File: config.mk
export PLATFORM = sky130hd
export DESIGN_NAME = adder_tree_acc
export DESIGN_NICKNAME = d
export VERILOG_FILES = /design/src/rtl/adder_tree_pkg.sv /design/src/rtl/adder_tree_acc_lane.sv /design/src/rtl/adder_tree_acc.sv
export SDC_FILE = /design/constraint.sdc
export NUM_CORES = 1
export LEC_CHECK = 0
export CAP_MARGIN = 20
export CORE_MARGIN = 1.5
export CORE_UTILIZATION = 50
export CTS_CLUSTER_SIZE = 10
export DETAILED_ROUTE_END_ITERATION = 10
export PLACE_DENSITY_LB_ADDON = 0.1
export SLEW_MARGIN = 20
export SYNTH_ARGS = -nofsm -noshare
export SYNTH_HDL_FRONTEND = slang
export SYNTH_SLANG_ARGS = --single-unit
File: constraint.sdc
create_clock -name clk -period 3.8 [get_ports clk]
set_input_delay 0.57 -clock clk [delete_from_list [all_inputs] [get_ports clk]]
set_output_delay 0.57 -clock clk [all_outputs]
set_load 0.02 [all_outputs]
File: src/rtl/adder_tree_pkg.sv
// adder_tree_pkg: shared widths and latency helpers for the adder tree
// accumulator (adder_tree_acc and its per-lane sub-module).
package adder_tree_pkg;

   localparam int DEF_IN_W   = 20;
   localparam int DEF_BIAS_W = 16;
   localparam int DEF_OUT_W  = 24;

   // Ceiling log2; clog2(1) = 0.
   function automatic int clog2(input int n);
      int r;
      int v;
      r = 0;
      v = 1;
      while (v < n) begin
         v = v * 2;
         r = r + 1;
      end
      return r;
   endfunction

   // Register levels in the tree: at least one, even for a single input.
   function automatic int tree_lat(input int nin);
      int c;
      c = clog2(nin);
      return (c < 1) ? 1 : c;
   endfunction

endpackage

File: src/rtl/adder_tree_acc_lane.sv
// adder_tree_acc_lane: one output channel -- pipelined pairwise adder tree
// over NIN signed inputs, a matching bias delay line and the tile
// accumulator. Optional clamp arithmetic under ADDER_TREE_ACC_SAT_EN.
module adder_tree_acc_lane
   import adder_tree_pkg::*;
#(
   parameter int NIN    = 3,
   parameter int IN_W   = DEF_IN_W,
   parameter int BIAS_W = DEF_BIAS_W,
   parameter int OUT_W  = DEF_OUT_W
) (
   input  logic                  clk,
   input  logic                  rstn,
   input  logic [NIN*IN_W-1:0]   data_i,
   input  logic [BIAS_W-1:0]     bias_i,
   input  logic                  acc_vld_i,
   input  logic                  acc_first_i,
   input  logic                  acc_last_i,
   output logic [OUT_W-1:0]      out_o,
   output logic                  sat_o
);

   localparam int TL = tree_lat(NIN);
   // Storage uses the final tree width; level l values only ever need IN_W+l bits.
   localparam int TW = IN_W + TL;
   // Twice NIN slots so the pair index 2j+1 never leaves the array; spare slots are zero.
   localparam int NS = 2 * NIN;

   logic signed [TW-1:0]     lvl    [TL+1][NS];
   logic signed [TW-1:0]     node_d [TL][NS];
   logic signed [TW-1:0]     node_q [TL][NS];
   logic signed [BIAS_W-1:0] bias_d [TL];
   logic signed [BIAS_W-1:0] bias_q [TL];

   logic signed [OUT_W-1:0]  tree_ext;
   logic signed [OUT_W-1:0]  bias_ext;
   logic signed [OUT_W-1:0]  base;
   logic signed [OUT_W-1:0]  acc_new;
   logic signed [OUT_W-1:0]  acc_d, acc_q;
   logic signed [OUT_W-1:0]  out_d, out_q;

`ifdef ADDER_TREE_ACC_SAT_EN
   logic signed [OUT_W:0]    wide;
   logic                     clamp;
   logic                     sat_d, sat_q;

   // Clamp an OUT_W+1 bit sum into the signed OUT_W range.
   function automatic logic signed [OUT_W-1:0] sat_clamp(input logic signed [OUT_W:0] x);
      if (x[OUT_W] != x[OUT_W-1])
         return x[OUT_W] ? {1'b1, {(OUT_W-1){1'b0}}} : {1'b0, {(OUT_W-1){1'b1}}};
      else
         return x[OUT_W-1:0];
   endfunction

   // True when the OUT_W+1 bit sum does not fit in OUT_W bits.
   function automatic logic sat_hit(input logic signed [OUT_W:0] x);
      return x[OUT_W] != x[OUT_W-1];
   endfunction
`endif

   // Tree levels: level 0 is the sign-extended inputs, each next level adds neighbouring pairs.
   always_comb begin
      for (int l = 0; l <= TL; l++)
         for (int j = 0; j < NS; j++)
            lvl[l][j] = '0;
      for (int k = 0; k < NIN; k++)
         lvl[0][k] = TW'(signed'(data_i[k*IN_W +: IN_W]));
      for (int l = 1; l <= TL; l++)
         for (int j = 0; j < NS; j++)
            lvl[l][j] = node_q[l-1][j];
      for (int l = 0; l < TL; l++) begin
         for (int j = 0; j < NIN; j++)
            node_d[l][j] = lvl[l][2*j] + lvl[l][2*j+1];
         for (int j = NIN; j < NS; j++)
            node_d[l][j] = '0;
      end
      bias_d[0] = bias_i;
      for (int i = 1; i < TL; i++)
         bias_d[i] = bias_q[i-1];
   end

   // Accumulate on delayed valid: first reloads from bias, bubbles hold, last updates the output.
   always_comb begin
      tree_ext = OUT_W'(lvl[TL][0]);
      bias_ext = OUT_W'(bias_q[TL-1]);
      base     = acc_first_i ? bias_ext : acc_q;
`ifdef ADDER_TREE_ACC_SAT_EN
      wide     = (OUT_W+1)'(base) + (OUT_W+1)'(tree_ext);
      acc_new  = sat_clamp(wide);
      clamp    = sat_hit(wide);
      sat_d    = sat_q;
`else
      acc_new  = base + tree_ext;
`endif
      acc_d    = acc_q;
      out_d    = out_q;
      if (acc_vld_i) begin
         acc_d = acc_new;
         if (acc_last_i)
            out_d = acc_new;
`ifdef ADDER_TREE_ACC_SAT_EN
         sat_d = acc_first_i ? clamp : (sat_q | clamp);
`endif
      end
   end

   // Tree, bias delay line, accumulator and output registers.
   always_ff @(posedge clk or negedge rstn) begin
      if (!rstn) begin
         for (int l = 0; l < TL; l++) begin
            for (int j = 0; j < NS; j++)
               node_q[l][j] <= '0;
            bias_q[l] <= '0;
         end
         acc_q <= '0;
         out_q <= '0;
      end else begin
         node_q <= node_d;
         bias_q <= bias_d;
         acc_q  <= acc_d;
         out_q  <= out_d;
      end
   end

`ifdef ADDER_TREE_ACC_SAT_EN
   // Sticky per-lane clamp indicator, restarted by each first beat.
   always_ff @(posedge clk or negedge rstn) begin
      if (!rstn)
         sat_q <= 1'b0;
      else
         sat_q <= sat_d;
   end

   assign sat_o = sat_q;
`else
   assign sat_o = 1'b0;
`endif

   assign out_o = out_q;

endmodule

File: src/rtl/adder_tree_acc.sv
// adder_tree_acc: NCH independent lanes, each summing NIN signed PE products
// through a pipelined adder tree and accumulating across input tiles with a
// bias loaded on the first tile. Define ADDER_TREE_ACC_SAT_EN for clamping
// accumulation and a live sat_flag; otherwise arithmetic wraps.
module adder_tree_acc
   import adder_tree_pkg::*;
#(
   parameter int NCH    = 4,
   parameter int NIN    = 3,
   parameter int IN_W   = DEF_IN_W,
   parameter int BIAS_W = DEF_BIAS_W,
   parameter int OUT_W  = DEF_OUT_W
) (
   input  logic                    clk,
   input  logic                    rstn,
   input  logic                    vld_i,
   input  logic                    first_i,
   input  logic                    last_i,
   input  logic [NCH*NIN*IN_W-1:0] iData,
   input  logic [NCH*BIAS_W-1:0]   iBias,
   output logic [NCH*OUT_W-1:0]    oOut,
   output logic                    out_vld,
   output logic [NCH-1:0]          sat_flag
);

   localparam int TL = tree_lat(NIN);

   logic [TL-1:0] vld_p_d,   vld_p_q;
   logic [TL-1:0] first_p_d, first_p_q;
   logic [TL-1:0] last_p_d,  last_p_q;
   logic          out_vld_d, out_vld_q;

   // Tag pipeline matching the tree depth; first/last only travel with a valid beat.
   always_comb begin
      vld_p_d[0]   = vld_i;
      first_p_d[0] = vld_i & first_i;
      last_p_d[0]  = vld_i & last_i;
      for (int i = 1; i < TL; i++) begin
         vld_p_d[i]   = vld_p_q[i-1];
         first_p_d[i] = first_p_q[i-1];
         last_p_d[i]  = last_p_q[i-1];
      end
      out_vld_d = vld_p_q[TL-1] & last_p_q[TL-1];
   end

   // Tag and output-valid registers.
   always_ff @(posedge clk or negedge rstn) begin
      if (!rstn) begin
         vld_p_q   <= '0;
         first_p_q <= '0;
         last_p_q  <= '0;
         out_vld_q <= 1'b0;
      end else begin
         vld_p_q   <= vld_p_d;
         first_p_q <= first_p_d;
         last_p_q  <= last_p_d;
         out_vld_q <= out_vld_d;
      end
   end

   assign out_vld = out_vld_q;

   for (genvar c = 0; c < NCH; c++) begin : g_lane
      adder_tree_acc_lane #(
         .NIN    (NIN),
         .IN_W   (IN_W),
         .BIAS_W (BIAS_W),
         .OUT_W  (OUT_W)
      ) u_lane (
         .clk         (clk),
         .rstn        (rstn),
         .data_i      (iData[c*NIN*IN_W +: NIN*IN_W]),
         .bias_i      (iBias[c*BIAS_W +: BIAS_W]),
         .acc_vld_i   (vld_p_q[TL-1]),
         .acc_first_i (first_p_q[TL-1]),
         .acc_last_i  (last_p_q[TL-1]),
         .out_o       (oOut[c*OUT_W +: OUT_W]),
         .sat_o       (sat_flag[c])
      );
   end

endmodule

# After elaboration in Yosys (flattened, before gate mapping)
# Cells that the tools add are included.
# word_totals
ff_bits,583
input_bits,309
out_inout_bits,101
elab_cells,52
# op_classes
addsub,12
muxes,4
n_bitwise,3
n_reduce_logical,1
# ops
operator,count
$add A24 B22 Y24,4
$mux W24,4
$add A22 B20 Y22,4
$add A20 B20 Y21,4
$and A1 B1 Y1,3
$reduce_and A2 Y1,1

# Logic depth before layout (Yosys ltp)
# Gate-level depths: netlist of the first run.
# depth
depth_word,2
depth_mapped,14
mapped_depth_nobuf,10

# Cells and area by module
# A second synthesis of the first run with hierarchy kept.
# hier_totals
cells_unflattened,2886
hier_area_um2,30953.4
# modules_own_cells
mod,n_inst,cells_each,area_each_um2,seq_area_each_um2
adder_tree_acc_lane (g_lane[0].u_lane ...),2,760,7925.1,3578.4
adder_tree_acc_lane (g_lane[2].u_lane),1,696,7498.4,3578.4
adder_tree_acc_lane (g_lane[3].u_lane),1,660,7410.9,3578.4
adder_tree_acc,1,10,193.9,175.2

# Worst setup path before layout of the first run
# OpenSTA, ideal clock, no wires.
# synth_timing
path_type,flip-flop to flip-flop
from,register first_p_q[1]
to,register g_lane[0].u_lane.acc_q[22]
setup_ps,87
arrival_ps,3870
required_ps,3713
path_slack_ps,-157
path_stages_with_launch,14
n_path_buf,3
synth_period_minus_slack_ps,3957
path_cell_list,dfrtp_1 clkbuf_1 clkbuf_1 clkbuf_1 mux2_2 ha_1 fa_1 a21oi_1 o21ai_0 a21oi_1 o21ai_1 a2111oi_4 mux2_1 o211ai_1
# synth_between
elab_chain_len,2
# synth_rtl
element,line_no,rtl
from (decl),adder_tree_acc.sv:29,"logic [TL-1:0] first_p_d, first_p_q;"
from (signal assigned),adder_tree_acc.sv:55,first_p_q <= first_p_d;
$mux W24,adder_tree_acc_lane.sv:86,base = acc_first_i ? bias_ext : acc_q;
$add A24 B22 Y24,adder_tree_acc_lane.sv:93,acc_new = base + tree_ext;
to (signal assigned),adder_tree_acc_lane.sv:115,acc_q <= '0;
to (signal assigned),adder_tree_acc_lane.sv:120,acc_q <= acc_d;
to (decl),adder_tree_acc_lane.sv:39,"logic signed [OUT_W-1:0] acc_d, acc_q;"
# No other way between the ends.
# A chain may end at the register's enable or synchronous reset.

# Worst setup path in the final report of the first run
# layout_timing
from,register first_p_q[1]
to,register g_lane[1].u_lane.acc_q[22]
# layout_between
elab_chain_len,2
# layout_rtl
element,line_no
$mux W24,adder_tree_acc_lane.sv:86
$add A24 B22 Y24,adder_tree_acc_lane.sv:93
to (signal assigned),adder_tree_acc_lane.sv:115
to (signal assigned),adder_tree_acc_lane.sv:120
to (decl),adder_tree_acc_lane.sv:39
# No other way between the ends.

==> results of run 1 <==
report_power, final:
part	total [mW]	internal [mW]	switching, mW	leakage, nW
clock	5.99	3.60	2.40	0.996
sequential	8.93	7.99	0.944	6.81
combinational	14.8	6.69	8.12	9.18
worst max-delay path, cell delays in order, from the launching register on:
cell	delay [ns]
dfrtp_4	0.44
buf_12	0.27
mux2_2	0.38
ha_1	0.23
fa_1	0.44
a21oi_1	0.19
o21ai_0	0.13
a21oi_1	0.24
a32oi_2	0.26
a211oi_2	0.39
nor3_1	0.08
or3_1	0.35
cells in the mapped netlist, drive strengths merged, types with 44 or more instances:
cell type | count | share of area (%)
xor2 | 68 | 2.0
xnor2 | 137 | 4.0
nand2 | 263 | 3.3
inv | 108 | 1.3
o21ai | 158 | 2.6
nor2 | 114 | 1.4
mux2 | 163 | 6.1
a21o | 116 | 2.9
ha | 256 | 11
clkbuf | 61 | 0.76
dfrtp | 579 | 48
nand3 | 44 | 0.73
a21oi | 214 | 3.5
flip-flops by register name, indices dropped and copies added (netlist names):
register and count:
vld_p_q 2, last_p_q 2, g_lane.u_lane.bias_d 64, g_lane.u_lane.bias_ext 64, g_lane.u_lane.lvl 252, g_lane.u_lane.acc_q 96
first_p_q 2, out_vld 1, g_lane.u_lane.out_o 96
cell type report:
cell class,instances,area (um^2),area share [%]
repair buffers,437,4400,11.8
flip-flops and latches,579,14500,38.7
well taps,782,978,2.61
multi-input cells,2039,15100,40.4
clock buffers,92,1980,5.28
inverters,109,412,1.10
clock inverters,5,51.3,0.137
cell families after synthesis:
kind of cell,synth area share (%)
flip-flops,47.8
buffers and inverters,2.34
XOR/XNOR,5.92
multiplexers,6.32
adder cells (fa/ha/maj),11.4
other,0.0124
AND/OR/NAND/NOR,9.76
AO/OA/AOI/OAI,16.5
metrics by stage:
stage	hold slack (ns)	utilization (%)	instance area (um^2)
finish	0.332	62.3	37500
global route	0.347	62.3	37500
CTS	0.341	62.3	37500
detailed placement	0.335	58.9	35400
global placement	0.333	58.9	35400
floorplan	0.274	-	30300
timing repair:
| action | 4_1_cts | 5_1_grt |
|---|---|---|
| endpoints found under the setup margin | 0 | 4 |
| hold buffers | 1 | 0 |
| hold endpoints to repair | 46 | 0 |
| gates resized for setup | 0 | 2 |
worst paths after layout:
path                                                  from                           end  slack (ns)  depth (start not counted)
worst max register to register                first_p_q[1]    g_lane[1].u_lane.acc_q[22]        0.24                         11
min in group asynchronous                             rstn     g_lane[1].u_lane.lvl[242]        0.56                          2
worst min register to register  g_lane[1].u_lane.bias_d[9]  g_lane[1].u_lane.bias_ext[9]        0.33                          0
worst max-delay path                          first_p_q[1]    g_lane[1].u_lane.acc_q[22]        0.24                         11
worst min-delay path            g_lane[1].u_lane.bias_d[9]  g_lane[1].u_lane.bias_ext[9]        0.33                          0
max in group asynchronous                             rstn    g_lane[1].u_lane.out_o[19]        2.15                          3
layer usage:
layer  share of wire, %  global-route usage [%]  vias up
met1                 43                    28.5    10800
met2                 50                    40.2      511
met3                5.0                    4.88      113
met4                2.3                    6.22        4
met5              0.038                       0        -
li1                   -                       -    10900
==> metrics.txt, run 1 <==
status finished clean; WS Path Type flop to flop; Avg WL per Cell about 17 um; Layout area overhead 23.6%; commonest register cell after synthesis dfrtp_1; initial core utilization 50.4%; Pre-antenna DRT Iters 5; Post-Synthesis Cells approximately 2800; P_leak 17.0 nW; TNS Setup 0 ns; post-place setup slack between 0.15 and 0.2 ns; CP Data Arrival Time between 4 and 5 ns; fraction of layout cells with a size suffix above 1 under 10%; post-route ant nets 0; Layout Cells excl Fill approximately 4000; Yosys warnings 0; # rows 90; initial antenna violation count 2; CP required approximately 4.3 ns; routed via count ~22000; max-slew violations 0; CTS Buffer Depth 3; mapped cell area 30300 um^2; post-synthesis sequential area ratio around 48%; Worst-path clk slew about 0.060 ns; Max Cap Viol 0; commonest non-fill, non-tap cell in the layout dfrtp_1; global-route wire length before repair between 100000 and 150000 um; flops & latches, synth just under 600; Worst Setup End Kind flop; fin crit period 3.56 ns; die width 249 um; core area around 60000 um^2; most frequent cells in the layout dfrtp_1, clkdlybuf4s50_1, nand2_1; grt ovf 0; drt total wl around 71000 um; nets 3813; crit start category flop; PwrDens slightly below 800 nW/um^2; Root Buffer clkbuf_16; Slew @ Worst Pin 0.865 ns; Placer Congestion roughly 0.89; Pwr Total between 20 and 30 mW; clk_skew 0.0260 ns; worst hold path class flop to flop; synth unique cells 84; # setup viols final 0; CTS Sinks just under 600; fill count approximately 4800; Port Buffers just over 400; RSZ-0062 raised after global routing no; total CTS buffers 70; CTS tree done; FFs w/ async S/R, synth 100%; Clock H-tree levels 3; drt drc 0; later-pin clock latency in the skew report approximately 0.60 ns; Worst VDD drop roughly 340 uV; final worst-path cycle share a little over nine tenths; DP Wirelength between 50000 and 60000 um; height of the chip 249 um; All-Layer GR Usage ~23%; Final Hold Fails 0; final setup margin approximately 0.24 ns; vias in the first global route 23100; antenna cell count 0; 1st-iter DRT viols approximately 1400; EDFF count, synth 0; Fmax 281 MHz; Post-CTS Setup Inserts 0; IO Count 410; Avg Inst Size Synth approximately 11 um^2; die footprint between 60000 and 70000 um^2; critical path peak fanout 50; largest net degree at the start of global routing 91; routed vias/inst 5.54; Placed Cells slightly below 4000; worst relative slew slack 42.4%
Note: power is estimated with default switching activity, not from simulation.
==> run 2, diff against run 1 <==
ABC_CLOCK_PERIOD_IN_PS = 3800   (was unset)
==> results of run 2 <==
Same layout as run 1: the final DEF is identical, and so are final timing and power.
